==> src/rtl/display_pkg.sv <==
// Shared definitions for the multiplexed 4-digit 7-segment scan path:
// widths, enable constants, digit rotation order and blanking rules.
package display_pkg;

    localparam int N_DIGITOS    = 4;
    localparam int ANCHO_NIBBLE = 4;
    localparam int ANCHO_IDX    = 2;
    localparam int ANCHO_DATO   = N_DIGITOS * ANCHO_NIBBLE;

    localparam logic [N_DIGITOS-1:0] HAB_APAGADO = 4'b1111;

    typedef logic [ANCHO_NIBBLE-1:0] nibble_t;
    typedef logic [ANCHO_IDX-1:0]    idx_t;

    typedef enum logic [ANCHO_IDX-1:0] {
        D0 = 2'd0,
        D1 = 2'd1,
        D2 = 2'd2,
        D3 = 2'd3
    } estado_t;

    // A display value travels with its own blanking flag so both commit together.
    typedef struct packed {
        logic [ANCHO_DATO-1:0] valor;
        logic                  ceros_izq;
    } valor_t;

    function automatic estado_t siguiente_digito(input estado_t e);
        case (e)
            D0:      return D1;
            D1:      return D2;
            D2:      return D3;
            default: return D0;
        endcase
    endfunction

    function automatic nibble_t nibble_de(input logic [ANCHO_DATO-1:0] v, input idx_t d);
        return v[{d, 2'b00} +: ANCHO_NIBBLE];
    endfunction

    function automatic logic [N_DIGITOS-1:0] habilita_de(input idx_t d);
        return ~(4'b0001 << d);
    endfunction

    // Leading-zero rule: digit d goes dark when it and every digit to its left are
    // zero; digit 0 is always lit so a zero value still shows "0".
    function automatic logic digito_en_blanco(input valor_t v, input idx_t d);
        logic ceros_arriba;
        ceros_arriba = 1'b1;
        for (int k = 0; k < N_DIGITOS; k++) begin
            if (k >= int'(d) && v.valor[k*ANCHO_NIBBLE +: ANCHO_NIBBLE] != '0) begin
                ceros_arriba = 1'b0;
            end
        end
        return v.ceros_izq && (d != '0) && ceros_arriba;
    endfunction

endpackage

==> src/rtl/divisor_barrido.sv <==
// Slot timer: counts 0..DIV-1 continuously and flags the last cycle of each slot.
module divisor_barrido #(
    parameter  int DIV       = 50000,
    localparam int ANCHO_CNT = $clog2(DIV)
) (
    input  logic                 reloj,
    input  logic                 reset_n,
    output logic [ANCHO_CNT-1:0] cnt,
    output logic                 fin_slot
);

    localparam logic [ANCHO_CNT-1:0] CNT_MAX = ANCHO_CNT'(DIV - 1);

    assign fin_slot = (cnt == CNT_MAX);

    // NOTE: state registers use non-blocking assignments with an asynchronous
    // active-low reset so every flop settles together and reset acts mid-cycle.
    always_ff @(posedge reloj or negedge reset_n) begin
        if (!reset_n) begin
            cnt <= '0;
        end else if (fin_slot) begin
            cnt <= '0;
        end else begin
            cnt <= cnt + 1'b1;
        end
    end

endmodule

==> src/rtl/controlador_display.sv <==
// Scan controller for a 4-digit multiplexed 7-segment display: digit rotation,
// guard time, leading-zero blanking and frame-aligned load/commit of the value.
module controlador_display
    import display_pkg::*;
#(
    parameter int DIV   = 50000,
    parameter int GUARD = 4
) (
    input  logic                    reloj,
    input  logic                    reset_n,
    input  logic                    cargar,
    input  logic [ANCHO_DATO-1:0]   dato,
    input  logic                    ceros_izq,
    output logic [ANCHO_NIBBLE-1:0] Entrada,
    output logic [N_DIGITOS-1:0]    habilita,
    output logic [ANCHO_IDX-1:0]    digito,
    output logic                    ocupado,
    output logic                    fin_cuadro
);

    localparam int ANCHO_CNT = $clog2(DIV);

    logic [ANCHO_CNT-1:0] w_cnt;
    logic [ANCHO_CNT-1:0] w_cnt_sig;
    logic                 w_fin_slot;
    logic                 w_frontera;
    logic                 w_en_guarda;
    estado_t              w_dig_sig;
    valor_t               w_vis_sig;
    valor_t               w_carga;
    logic [N_DIGITOS-1:0] w_hab_sig;

    estado_t r_dig;
    valor_t  r_vis;
    valor_t  r_pend;

    divisor_barrido #(
        .DIV (DIV)
    ) u_divisor (
        .reloj    (reloj),
        .reset_n  (reset_n),
        .cnt      (w_cnt),
        .fin_slot (w_fin_slot)
    );

    // Value the slot counter will hold after this edge; outputs are registered
    // from next-state so Entrada/digito/habilita move on the same edge as cnt.
    assign w_cnt_sig = w_fin_slot ? '0 : w_cnt + 1'b1;

    generate
        if (GUARD == 0) begin : g_sin_guarda
            assign w_en_guarda = 1'b0;
        end else begin : g_guarda
            localparam logic [ANCHO_CNT-1:0] GUARD_C = ANCHO_CNT'(GUARD);
            assign w_en_guarda = (w_cnt_sig < GUARD_C);
        end
    endgenerate

    assign w_frontera = w_fin_slot && (r_dig == D3);
    assign w_dig_sig  = w_fin_slot ? siguiente_digito(r_dig) : r_dig;
    assign w_carga    = '{valor: dato, ceros_izq: ceros_izq};

    // Commit reads the pre-edge pending value, so a load landing on the
    // boundary edge waits a full frame instead of tearing this one.
    assign w_vis_sig  = (w_frontera && ocupado) ? r_pend : r_vis;

    assign w_hab_sig  = (w_en_guarda || digito_en_blanco(w_vis_sig, w_dig_sig))
                        ? HAB_APAGADO : habilita_de(w_dig_sig);

    always_ff @(posedge reloj or negedge reset_n) begin
        if (!reset_n) begin
            r_dig      <= D0;
            r_vis      <= '0;
            r_pend     <= '0;
            ocupado    <= 1'b0;
            Entrada    <= '0;
            habilita   <= HAB_APAGADO;
            digito     <= '0;
            fin_cuadro <= 1'b0;
        end else begin
            r_dig      <= w_dig_sig;
            r_vis      <= w_vis_sig;
            if (cargar) begin
                r_pend <= w_carga;
            end
            ocupado    <= cargar || (ocupado && !w_frontera);
            Entrada    <= nibble_de(w_vis_sig.valor, w_dig_sig);
            habilita   <= w_hab_sig;
            digito     <= w_dig_sig;
            fin_cuadro <= w_frontera;
        end
    end

endmodule

==> config.mk <==
export PLATFORM = sky130hd
export DESIGN_NAME = controlador_display
export DESIGN_NICKNAME = d
export VERILOG_FILES = /design/src/rtl/display_pkg.sv /design/src/rtl/divisor_barrido.sv /design/src/rtl/controlador_display.sv
export SDC_FILE = /design/constraint.sdc
export NUM_CORES = 1
export LEC_CHECK = 0
export ABC_CLOCK_PERIOD_IN_PS = 2550
export BUFFER_PORTS_ARGS = -buffer_cell sky130_fd_sc_hd__buf_2
export CAP_MARGIN = 5
export CORE_MARGIN = 10
export CORE_UTILIZATION = 52
export CTS_CLUSTER_SIZE = 12
export DETAILED_ROUTE_END_ITERATION = 6
export PLACE_DENSITY = 0.81
export SYNTH_ARGS = -nofsm -noshare
export SYNTH_HDL_FRONTEND = slang
export SYNTH_HIERARCHICAL = 1
export SYNTH_SLANG_ARGS = --single-unit
==> constraint.sdc <==
create_clock -name reloj -period 2.55 [get_ports reloj]
set_input_delay 0.255 -clock reloj [delete_from_list [all_inputs] [get_ports reloj]]
set_output_delay 0.255 -clock reloj [all_outputs]
set_load 0.1 [all_outputs]
# Word level (Yosys, flattened, before mapping)
# Index checks and enable logic that the tools add are counted.
dict set report classes {
  add_sub_neg 1
  magnitude_cmp 4
  n_eq_ne 4
  shifts 2
  n_mux 9
  bitwise 1
  n_reduce_logical 17
}
# operator count
set op_table {}
lappend op_table {{$mux 17} 1}
lappend op_table {{$add 16x1->16 const B} 1}
lappend op_table {{$eq 16x16->1 const B} 1}
lappend op_table {{$lt 16x3->1 const B} 1}
lappend op_table {{$mux 16} 1}
lappend op_table {{$reduce_bool 4->1} 4}
lappend op_table {{$shiftx 16x5->4} 1}
lappend op_table {{$logic_and 1x1->1} 8}
lappend op_table {{$pmux 2 s3} 1}
lappend op_table {{$eq 2x2->1 const B} 2}
lappend op_table {{$ge 1x2->1 const A} 2}
lappend op_table {{$mux 1} 4}
lappend op_table {{$mux 4} 1}
lappend op_table {{$not 4->4} 1}
lappend op_table {{$shl 1x2->4 const A} 1}
lappend op_table {{$eq 2x1->1 const B} 1}
lappend op_table {{$ge 2x2->1 const A} 1}
lappend op_table {{$logic_not 2->1} 1}
lappend op_table {{$logic_or 1x1->1} 2}
lappend op_table {{$mux 2} 1}
lappend op_table {{$reduce_bool 2->1} 1}
lappend op_table {{$logic_not 1->1} 1}
dict set report word_totals {
  register_bits 62
  input_bits 20
  word_cells 48
}

# Depth between registers and ports, before layout
# Gate-level depths: netlist of the first run.
dict set report logic_depth {
  ltp_word 13
  mapped_depth 12
  mapped_depth_nobuf 8
}

# Cells and area by module
# Netlist of the first run, hierarchy kept.
# mod instances cells_per_inst area_each_um2 seq_area_each_um2
set by_module_without_submodules {}
lappend by_module_without_submodules {controlador_display 1 155 2049.5 1156.1}
lappend by_module_without_submodules {divisor_barrido 1 67 762.0 400.4}

# Least setup slack after synthesis of the first run
# OpenSTA, ideal clock, no wires.
dict set report synth_path {
  path_type {register -> register}
  from {register r_dig[1]}
  to {register Entrada[1]}
  setup_time_ns 0.125
  arrival_ns 2.451
  t_required_ns 2.425
  path_slack_ns -0.025
  stages_incl_launch_ff 7
  n_path_buf 0
  synth_period_minus_slack_ns 2.575
  path_cell_list {dfrtp_1 -> inv_1 -> ha_1 -> mux2i_2 -> inv_2 -> mux2_2 -> mux2_2}
}
dict set report synth_via {
  elab_cells_between_ends 10
  classes_between {eq/ne: 3; shift: 1; mux: 3; reduce/logical: 3}
}
# element line_no
set synth_lines {}
lappend synth_lines {{from (decl)} controlador_display.sv:33} ;# estado_t r_dig;
lappend synth_lines {{from (signal assigned)} controlador_display.sv:81} ;# r_dig <= w_dig_sig;
lappend synth_lines {{$eq 2x2->1 (tied with other cells)} display_pkg.sv:29} ;# case (e)
lappend synth_lines {{$pmux 2 s3} display_pkg.sv:29}
lappend synth_lines {{$mux 2 (*)} controlador_display.sv:60} ;# assign w_dig_sig = w_fin_slot ? siguiente_digito(r_dig) : r_dig;
lappend synth_lines {{net w_dig_sig[1]} controlador_display.sv:28} ;# estado_t w_dig_sig;
lappend synth_lines {{$shiftx 16x5->4 (*)} display_pkg.sv:38} ;# return v[{d, 2'b00} +: ANCHO_NIBBLE];
lappend synth_lines {{to (signal assigned)} controlador_display.sv:87} ;# Entrada <= nibble_de(w_vis_sig.valor, w_dig_sig);
lappend synth_lines {{to (decl)} controlador_display.sv:14} ;# output logic [ANCHO_NIBBLE-1:0] Entrada,
# Mark *: on every way through the listed nets, which the timed path passes. The rest lies on a longest branch.
# A chain may end at the register's enable or synchronous reset.

# Worst setup path after layout of the first run
dict set report layout_path {
  from {register u_divisor.cnt[0]}
  to {register habilita[2]}
}
dict set report layout_via {
  elab_chain_len 13
  elab_cells_between_ends 29
  classes_between {add/sub: 1; order compare: 4; eq/ne: 1; shift: 1; mux: 8; bitwise: 1; reduce/logical: 13}
}
# element line_no
set layout_lines {}
lappend layout_lines {{from (decl)} divisor_barrido.sv:8} ;# output logic [ANCHO_CNT-1:0] cnt,
lappend layout_lines {{from (signal assigned)} divisor_barrido.sv:24} ;# cnt <= cnt + 1'b1;
lappend layout_lines {{$eq 16x16->1 (*)} divisor_barrido.sv:14} ;# assign fin_slot = (cnt == CNT_MAX);
lappend layout_lines {{net w_fin_slot} controlador_display.sv:25} ;# logic w_fin_slot;
lappend layout_lines {{$logic_and 1x1->1} controlador_display.sv:59} ;# assign w_frontera = w_fin_slot && (r_dig == D3);
lappend layout_lines {{$logic_and 1x1->1} controlador_display.sv:65} ;# assign w_vis_sig = (w_frontera && ocupado) ? r_pend : r_vis;
lappend layout_lines {{$mux 17} controlador_display.sv:65}
lappend layout_lines {{$reduce_bool 4->1} display_pkg.sv:51} ;# if (k >= int'(d) && v.valor[k*ANCHO_NIBBLE +: ANCHO_NIBBLE] != '0) begin
lappend layout_lines {{$logic_and 1x1->1} display_pkg.sv:51}
lappend layout_lines {{$mux 1 (4 in series)} display_pkg.sv:51}
lappend layout_lines {{$logic_and 1x1->1} display_pkg.sv:55} ;# return v.ceros_izq && (d != '0) && ceros_arriba;
lappend layout_lines {{$logic_or 1x1->1} controlador_display.sv:67} ;# assign w_hab_sig = (w_en_guarda || digito_en_blanco(w_vis_sig, w_dig_sig))
lappend layout_lines {{$mux 4 (*)} controlador_display.sv:68} ;# ? HAB_APAGADO : habilita_de(w_dig_sig);
lappend layout_lines {{net w_hab_sig[2]} controlador_display.sv:31} ;# logic [N_DIGITOS-1:0] w_hab_sig;
lappend layout_lines {{to (signal assigned)} controlador_display.sv:88} ;# habilita <= w_hab_sig;
lappend layout_lines {{to (decl)} controlador_display.sv:15} ;# output logic [N_DIGITOS-1:0] habilita,
# Marked as above.

==> key figures, run 1 <==
Cells and area
  – Ant diodes: 0
  – Area Overhead vs Synth: 19.09%
  – Layout cells sized above 1: 42.81%
  – Nets: about 300
  – Fin util: 64.73%

Power
  – Clock share of power: ~44%
  – Peak VDD IR: 0.3059 mV
  – Int Power: between 1500 and 2000 uW
  – Pleak: approximately 0.0016 uW
  – Sequential power share: between 50% and 60%
  – Switch share: 21.06%
  – Tot Pwr: 1962 uW
  – PD cells: just under 600 nW/um^2
  – Switch Pwr: around 410 uW
  – Combinational share of power: roughly 3.7%

GRT
  – First-pass GRT wire length: around 9400 um
  – Antenna violations before repair: 0
  – GRT overflow: 0
  – Gr usage total: 13.87%
  – Largest net degree at the start of global routing: 24
  – Vias in the first global route: about 2000

Yosys
  – Seq/Total Area, Yosys: a little under three fifths
  – Warnings, synthesis: 6
  – Ys flop type: dfrtp_1
  – Mapped Cells: roughly 220
  – Post-Syn Nets: 246
  – Post-Syn Area: about 2800 sq um
  – Synthesized area per cell: between 10 and 15 sq um
  – Async SR Flop Fraction: 100.0%
  – Synth Register Bits: 62
  – Count of cell types in the netlist: 46
  – EDFF count, synth: 0

Floorplanning
  – Initial Util: 54.35%
  – Die Area: approximately 8700 sq um
  – Rows: 26
  – I/O pin count: 32
  – Chip height: slightly above 90 um
  – Core Box Area: between 5000 and 6000 sq um
  – Die Span X: between 90 and 100 um

Timing
  – Final setup viols: 0
  – Min cycle time layout: between 2 and 2.5 ns
  – Worst Skew: ~0.0077 ns
  – RSZ-0062 raised after global routing: false
  – Hold Fails Final Rpt: 0
  – Count of pins over their slew limit: 0
  – Fin crit share: between 90% and 100%
  – Fmax: around 420 MHz
  – Slew margin rel.: around three fifths
  – Setup TNS: 0 ns
  – Tightest Pin Transition: approximately 0.59 ns

Drt
  – Per-cell routed wire length: 16.07 um
  – Iter 0 DRT Violations: 61
  – Routed WL: approximately 5600 um
  – Drt drc: 0
  – First-pass DRT Iterations: 4
  – Vias/cell: 5.399
  – ANT nets after route: 0
  – Via count: 1879

Placed design
  – GPL Wtd Cong: between 0.8 and 0.9
  – Detailed placement HPWL: 4107 um
  – PortBufs: 31

Worst setup path
  – Arr. time, crit path: around 2.7 ns
  – Worst r2r src: u_divisor/cnt[0]$_DFF_PN0_
  – R2R depth: 9
  – CP Data Required Time: approximately 2.8 ns
  – CP Class: reg -> reg
  – Critical Path Start Type: register
  – CP max FO: 13
  – Crit path from: u_divisor/cnt[0]$_DFF_PN0_
  – Worst Setup End Kind: register

Clock network
  – Num CTS Buffers: 9
  – Clk slew on worst S/H paths: 0.07 ns
  – CTS tree: done
  – H-tree depth: 3
  – Setup Fix Bufs, Post-CTS: 0
  – TritonCTS Sinks: 62
  – Clk_lat worst skew: about 0.35 ns
  – CTS root buffer: clkbuf_8
  – Worst-case clock buffer depth: 2

Outcome
  – Status: finished, final reports clean

Hold path
  – Worst min path class: in -> reg
  – Min-delay src: dato[15]
  – Worst hold path stage count: 2

Job
  – MaxCap Viol Count: 0
## synthesized netlist by cell type, types with 2 or more instances
master / number / area share [%]
o21ai_0: 3 / 0.53
nand4_1: 9 / 2.0
nand2b_1: 2 / 0.44
nand2_1: 16 / 2.1
nor4_1: 6 / 1.3
mux2_2: 42 / 17
buf_2: 2 / 0.36
nand3_1: 6 / 1.1
and4_1: 4 / 1.2
nor2_1: 10 / 1.3
and2_1: 2 / 0.44
xor2_1: 8 / 2.5
inv_1: 7 / 0.93
ha_1: 4 / 1.8
xnor2_1: 4 / 1.2
buf_6: 3 / 1.2
and3_1: 3 / 0.67
mux2i_1: 2 / 0.71
clkbuf_1: 2 / 0.27
dfstp_2: 4 / 3.7
dfrtp_1: 58 / 52
## cell families (layout without fill, tap and decap cells)
logic type,after synthesis,in the layout,synth area share [%]
AO/OA/AOI/OAI,12,12,3.115
XOR/XNOR,12,12,3.738
adder cells (fa/ha/maj),4,4,1.780
buffers and inverters,15,71,2.893
flip-flops,62,62,55.36
multiplexers,45,45,18.02
AND/OR/NAND/NOR,72,72,15.09
## timing repair
action,4_1_cts,5_1_grt
hold buffers,1,0
endpoints found under the hold margin,17,0
endpoints found under the setup margin,0,3
resized for setup,0,3
## routing by layer
metal	GRT usage, %	part of all wire (%)
met2	21.75	48
met4	7.215	2.5
met1	16.28	43
met5	0	0
met3	5.116	6.3
## power by group through the flow
stage / Clock [uW] / Sequential (uW) / Combinational [uW]
after floorplan: 0 / 1040 / 34.4
after global placement: 0 / 1050 / 70.8
after detailed placement: 0 / 1050 / 74.2
after CTS: 874 / 1030 / 75.7
after global routing: 915 / 1030 / 83.4
final: 858 / 1030 / 73.2
## through the flow
step	setup slack (ns)	instances	instance area (sq um)	hold slack [ns]
after CTS	0.1008	348	3339	0.1294
after global routing	0.008304	348	3348	0.1323
after floorplan	0.01330	222	2813	-0.04059
after detailed placement	0.1143	331	3129	0.2525
final	0.1745	348	3348	0.1361
after global placement	0.1545	331	3129	0.2496
## cell usage in the layout, fill, tap and decap left out, types with 2 or more instances in the layout
master,synthesis,final
and2_1,2,2
and3_1,3,3
and4_1,4,3
and4_4,1,2
buf_2,2,31
buf_4,0,14
clkbuf_8,0,11
clkinv_2,0,3
dfrtp_1,58,57
dfstp_2,4,4
ha_1,4,4
inv_1,7,7
mux2_2,42,42
mux2i_1,2,2
nand2_1,16,16
nand2b_1,2,2
nand3_1,6,6
nand4_1,9,9
nor2_1,10,10
nor4_1,6,6
o21ai_0,3,3
xnor2_1,4,4
xor2_1,8,8
## critical path, cell delays in order (launching register included)
cell and delay, ns:
dfrtp_1 0.45, ha_1 0.22, and3_1 0.18, and4_4 0.24, nand3_4 0.17, buf_12 0.20
and3b_1 0.19, o21ai_0 0.08, a2111o_1 0.47, nand4_1 0.12
## flip-flops by register name, summed over array words and instances, names as in the netlist
| name | count |
|---|---|
| r_vis | 17 |
| Entrada | 4 |
| ocupado | 1 |
| r_dig | 2 |
| r_pend | 17 |
| habilita | 4 |
| fin_cuadro | 1 |
| u_divisor/cnt | 16 |
## cell type report
type | instances | area [sq um]
inverters | 8 | 30.03
flip-flops and latches | 62 | 1558
well taps | 70 | 87.58
repair buffers | 47 | 290.3
multi-input cells | 145 | 1182
clock inverters | 4 | 45.04
fillers | 376 | 1824
clock buffers | 12 | 155.1
## worst paths after layout
check / endpoint / slack (ns)
min: r_pend[16]$_DFFE_PN0P_ / 0.14
max reg2reg: habilita[2]$_DFF_PN1_ / 0.17
max in group asynchronous: r_vis[6]$_DFF_PN0_ / 1.48
max: habilita[2]$_DFF_PN1_ / 0.17
min reg2reg: r_vis[3]$_DFF_PN0_ / 0.50
min in group asynchronous: fin_cuadro$_DFF_PN0_ / 0.41
Power figures use the tool's default switching activity.
==> inputs of run 2 (changes only) <==
==> constraint.sdc (replaced) <==
create_clock -name reloj -period 2.55 [get_ports reloj]
set_input_delay 0.255 -clock reloj [delete_from_list [all_inputs] [get_ports reloj]]
set_output_delay 0.255 -clock reloj [all_outputs]
set_load 0.05 [all_outputs]
==> key figures, run 2 (synthesis results as in run 1) <==
Power
  – Tot Pwr: 2066 uW
  – Switch Pwr: 444.1 uW
  – Switch share: 21.50%
  – Pleak: 0.001650 uW
  – Int Power: about 1600 uW
  – Sequential power share: between 40 and 50%
  – Clock share of power: about 47%
  – Peak VDD IR: between 0.3 and 0.4 mV
  – PD cells: between 600 and 700 nW/um^2
  – Combinational share of power: 3.5%

Cells and area
  – Layout cells sized above 1: a little over two fifths
  – Ant diodes: 0
  – Multi-input logic area: approximately 1200 sq um
  – Commonest non-fill, non-tap cell in the layout: dfrtp_1
  – Fin util: approximately 65%
  – Commonest cells after routing, fill and taps aside: 58 x dfrtp_1, 42 x mux2_2, 31 x buf_2
  – Nets: 297
  – Register area: between 1500 and 2000 sq um
  – Largest regs: r_pend x17, r_vis x17, u_divisor/cnt x16
  – Fillers: 390
  – Area Overhead vs Synth: 20.12%
  – Post-route cell area: ~3400 sq um

Drt
  – ANT nets after route: 0
  – First-pass DRT Iterations: 4
  – Per-cell routed wire length: between 15 and 20 um
  – Via count: ~1900
  – Routed WL: roughly 5700 um
  – Vias/cell: between 5 and 6
  – Iter 0 DRT Violations: 56
  – Drt drc: 0

Placed design
  – Post-place setup slack: around 0.064 ns
  – GPL Wtd Cong: a little over 0.9
  – Placed Area: ~3100 sq um
  – Detailed placement HPWL: about 4000 um
  – PortBufs: 31

Clock network
  – H-tree depth: 3
  – Worst-case clock buffer depth: 2
  – Num CTS Buffers: 9
  – CTS tree: done
  – Clk_lat worst skew: 0.34 ns
  – CTS root buffer: clkbuf_8
  – Clk slew on worst S/H paths: ~0.070 ns
  – TritonCTS Sinks: 62

Timing
  – Slew margin rel.: 51.80%
  – Hold Fails Final Rpt: 0
  – Final setup viols: 0
  – Count of pins over their slew limit: 0
  – Fin crit share: between 90% and 100%
  – Fmax: roughly 400 MHz
  – Min cycle time layout: 2.517 ns
  – Tightest Pin Transition: 0.7231 ns
  – Worst Skew: ~0.011 ns
  – Slack of the critical path: ~0.033 ns

Floorplanning
  – I/O pin count: 32
  – Chip height: 93.53 um
  – Die Area: ~9000 sq um
  – Initial Util: 54.35%
  – Die Span X: about 94 um
  – Rows: 26
  – Core Box Area: approximately 5200 sq um

GRT
  – First-pass GRT wire length: ~9400 um
  – Gr usage total: between 10% and 20%
  – Vias in the first global route: approximately 2000
  – GRT overflow: 0
  – Largest net degree at the start of global routing: 34
  – Antenna violations before repair: 0

Job
  – MaxCap Viol Count: 0

Worst setup path
  – Arr. time, crit path: around 2.7 ns
  – CP Class: reg -> reg
  – CP max FO: 14
  – Critical Path Start Type: register
  – Worst Setup End Kind: register
  – CP Data Required Time: about 2.8 ns

Outcome
  – Status: finished, final reports clean

Hold path
  – Worst min path class: in -> reg
-- run 2: timing repair --
action,CTS,global route
endpoints found under the setup margin,0,7
buffers inserted,0,1
hold endpoints to repair,27,0
gates resized for setup,0,3
hold buffers,1,0
-- run 2: metrics by stage --
stage | std cells | hold slack [ns] | setup TNS [ns]
floorplan | 222 | -0.04059 | 0
global placement | 330 | 0.3535 | 0
detailed placement | 330 | 0.3447 | 0
CTS | 347 | 0.1288 | 0
global route | 348 | 0.1287 | -0.6878
finish | 348 | 0.1372 | 0
-- run 2: area by class of cell --
cell class	count	area share, %
inverters	8	0.8892
clock buffers	10	4.076
repair buffers	47	8.596
clock inverters	6	2.519
flip-flops and latches	62	46.09
multi-input cells	145	35.24
well taps	70	2.594
-- run 2: final timing paths --
check,startpoint,end,slack (ns),depth (start not counted)
worst max-delay path,u_divisor/cnt[7]$_DFF_PN0_,Entrada[1]$_DFF_PN0_,0.03,7
worst min-delay path,dato[3],r_pend[4]$_DFFE_PN0P_,0.14,2
worst max register to register,u_divisor/cnt[7]$_DFF_PN0_,Entrada[1]$_DFF_PN0_,0.03,7
worst min register to register,r_vis[2]$_DFF_PN0_,r_vis[2]$_DFF_PN0_,0.50,1
max in group asynchronous,reset_n,r_pend[13]$_DFFE_PN0P_,1.32,3
min in group asynchronous,reset_n,r_vis[0]$_DFF_PN0_,0.50,2
-- run 2: worst max-delay path: stages, from the launching register on --
cell and delay (ns):
dfrtp_1 0.38, nor4b_1 0.42, and4_2 0.35, buf_4 0.23
mux2i_4 0.34, inv_2 0.13, mux2_2 0.28, mux2_2 0.25
-- run 2: layer usage --
layer	track usage [%]	routed length, um	vias up	part of all wire, %
li1	-	-	903	-
met1	17.19	2550	917	45
met2	20.88	2665	45	47
met3	4.876	354	10	6.2
met4	7.089	135	0	2.4
met5	0	0	-	0
-- run 2: power groups by stage --
stage | Sequential, uW | Combinational (uW) | Clock (uW)
floorplan | 1040 | 34.4 | 0
global placement | 1050 | 71.3 | 0
detailed placement | 1050 | 74.3 | 0
CTS | 1030 | 75.9 | 973
global route | 1030 | 83.3 | 1030
finish | 1030 | 73.3 | 963
==> inputs of run 3 (changes only) <==
--- a/config.mk
+++ b/config.mk
@@ -5,14 +5,14 @@
 export SDC_FILE = /design/constraint.sdc
 export NUM_CORES = 1
 export LEC_CHECK = 0
-export ABC_CLOCK_PERIOD_IN_PS = 2550
+export ABC_CLOCK_PERIOD_IN_PS = 2900
 export BUFFER_PORTS_ARGS = -buffer_cell sky130_fd_sc_hd__buf_2
 export CAP_MARGIN = 5
 export CORE_MARGIN = 10
-export CORE_UTILIZATION = 52
+export CORE_UTILIZATION = 55
 export CTS_CLUSTER_SIZE = 12
 export DETAILED_ROUTE_END_ITERATION = 6
-export PLACE_DENSITY = 0.81
+export PLACE_DENSITY = 0.82
 export SYNTH_ARGS = -nofsm -noshare
 export SYNTH_HDL_FRONTEND = slang
 export SYNTH_HIERARCHICAL = 1
==> constraint.sdc (replaced) <==
create_clock -name reloj -period 2.9 [get_ports reloj]
set_input_delay 0.58 -clock reloj [delete_from_list [all_inputs] [get_ports reloj]]
set_output_delay 0.58 -clock reloj [all_outputs]
set_load 0.05 [all_outputs]
==> key figures, run 3 (synthesis results as in run 1) <==
Outcome
  – Status: finished, final reports clean

GRT
  – First-pass GRT wire length: 9128 um
  – GRT overflow: 0
  – Gr usage total: 13.72%
  – Vias in the first global route: 1816
  – Antenna violations before repair: 0
  – Largest net degree at the start of global routing: 40

Placed design
  – Detailed placement HPWL: around 3900 um
  – GPL Wtd Cong: between 0.8 and 0.9
  – PortBufs: 31
  – Placed Cells incl. Taps: 318

Floorplanning
  – Rows: 25
  – Chip height: 91.50 um
  – Initial Util: ~58%
  – I/O pin count: 32
  – Core Box Area: 4848 sq um
  – Die Span X: just over 90 um
  – Die Area: 8371 sq um

Cells and area
  – Largest regs: r_pend x17, r_vis x17, u_divisor/cnt x16
  – Fillers: 365
  – Multi-input logic area: roughly 1200 sq um
  – Ant diodes: 0
  – Non-filler cells, final: ~330
  – Register area: roughly 1600 sq um
  – Commonest non-fill, non-tap cell in the layout: dfrtp_1
  – Commonest cells after routing, fill and taps aside: 58 x dfrtp_1, 42 x mux2_2, 31 x buf_2
  – Layout cells sized above 1: ~40%
  – Area Overhead vs Synth: 15.67%
  – Nets: around 290
  – Fin util: between 60% and 70%

Drt
  – Drt drc: 0
  – Vias/cell: about 5.5
  – Iter 0 DRT Violations: 130
  – Routed WL: approximately 5500 um
  – Via count: between 1500 and 2000
  – Per-cell routed wire length: 16.44 um
  – ANT nets after route: 0
  – First-pass DRT Iterations: 4

Worst setup path
  – CP Class: reg -> reg
  – Worst reg2reg path endpoint: Entrada[1]$_DFF_PN0_
  – CP max FO: 8
  – Worst Setup End Kind: register
  – R2R depth: 8
  – Crit path from: u_divisor/cnt[0]$_DFF_PN0_
  – Worst reg2reg setup slack: roughly 0.21 ns
  – CP Data Required Time: 3.13 ns
  – Worst r2r src: u_divisor/cnt[0]$_DFF_PN0_
  – Arr. time, crit path: 2.92 ns
  – Critical Path Start Type: register

Clock network
  – CTS root buffer: clkbuf_8
  – Clk slew on worst S/H paths: about 0.070 ns
  – Num CTS Buffers: 9
  – Setup Fix Bufs, Post-CTS: 0
  – CTS Hold Bufs: 0
  – Post-CTS sizing: 0
  – Clk_lat worst skew: ~0.34 ns
  – H-tree depth: 3
  – CTS tree: done
  – Worst-case clock buffer depth: 2
  – TritonCTS Sinks: 62

Timing
  – Count of pins over their slew limit: 0
  – Fmax: around 370 MHz
  – Setup TNS: 0 ns
  – Fin crit share: between 90 and 100%
  – Final setup viols: 0
  – RSZ-0062 raised after global routing: false
  – Min cycle time layout: ~2.7 ns
  – Slew margin rel.: 44.30%
  – Tightest Pin Transition: 0.8355 ns
  – Worst Skew: slightly below 0.009 ns
  – Hold Fails Final Rpt: 0

Hold path
  – Worst min path class: in -> async

Power
  – Peak VDD IR: around 0.34 mV
  – PD cells: between 500 and 600 nW/um^2
  – Pleak: between 0.0015 and 0.002 uW

Job
  – MaxCap Viol Count: 0
[run 3: cell count changes in the layout (fill, tap and decap cells not counted), sizes merged]
cell / delta
buf: -10
clkinv: +1
clkinvlp: -1
dlygate4sd3: -1
[run 3: metal layers]
metal	part of all wire, %	GRT usage [%]	routed length [um]
met1	47	17.71	2565
met2	46	19.37	2520
met3	4.8	5.185	262
met4	2.6	7.311	143
met5	0	0	0
[run 3: layout make-up]
type / count / area share (%)
flip-flops and latches: 62 / 47.86
clock inverters: 6 / 2.655
multi-input cells: 145 / 36.13
clock buffers: 10 / 3.925
repair buffers: 36 / 5.925
inverters: 8 / 0.9234
well taps: 67 / 2.578
[run 3: worst max path at each step]
stage	to	slack (ns)
2_1_floorplan	Entrada[0]$_DFF_PN0_	0.40
3_3_place_gp	Entrada[3]$_DFF_PN0_	0.25
3_5_place_dp	Entrada[1]$_DFF_PN0_	0.15
4_1_cts	habilita[2]$_DFF_PN1_	0.13
5_1_grt	Entrada[1]$_DFF_PN0_	0.005
6_report	Entrada[1]$_DFF_PN0_	0.21
[run 3: per-stage QoR]
step | setup WS, ns | hold WS (ns) | total power (uW) | instance area, sq um
global route | 0.005254 | 0.3961 | 1849 | 3252
detailed placement | 0.1475 | 0.4889 | 987.9 | 3037
global placement | 0.2513 | 0.4815 | 983.0 | 3037
finish | 0.2072 | 0.3395 | 1790 | 3252
CTS | 0.1305 | 0.3697 | 1802 | 3251
floorplan | 0.3976 | 0.2844 | 945.4 | 2811
[run 3: critical path: stages, from the launching register on]
cell and delay [ns]:
dfrtp_1 0.42, ha_1 0.20, and3_1 0.28, and4_2 0.38, buf_4 0.16, mux2i_2 0.43
inv_2 0.15, mux2_2 0.31, mux2_2 0.26
[run 3: power by group]
part | switching [uW] | total, uW | internal (uW)
registers | 16.8 | 906 | 889
clock network | 339 | 821 | 482
logic | 31.0 | 63.9 | 32.8
total | 387 | 1790 | 1400
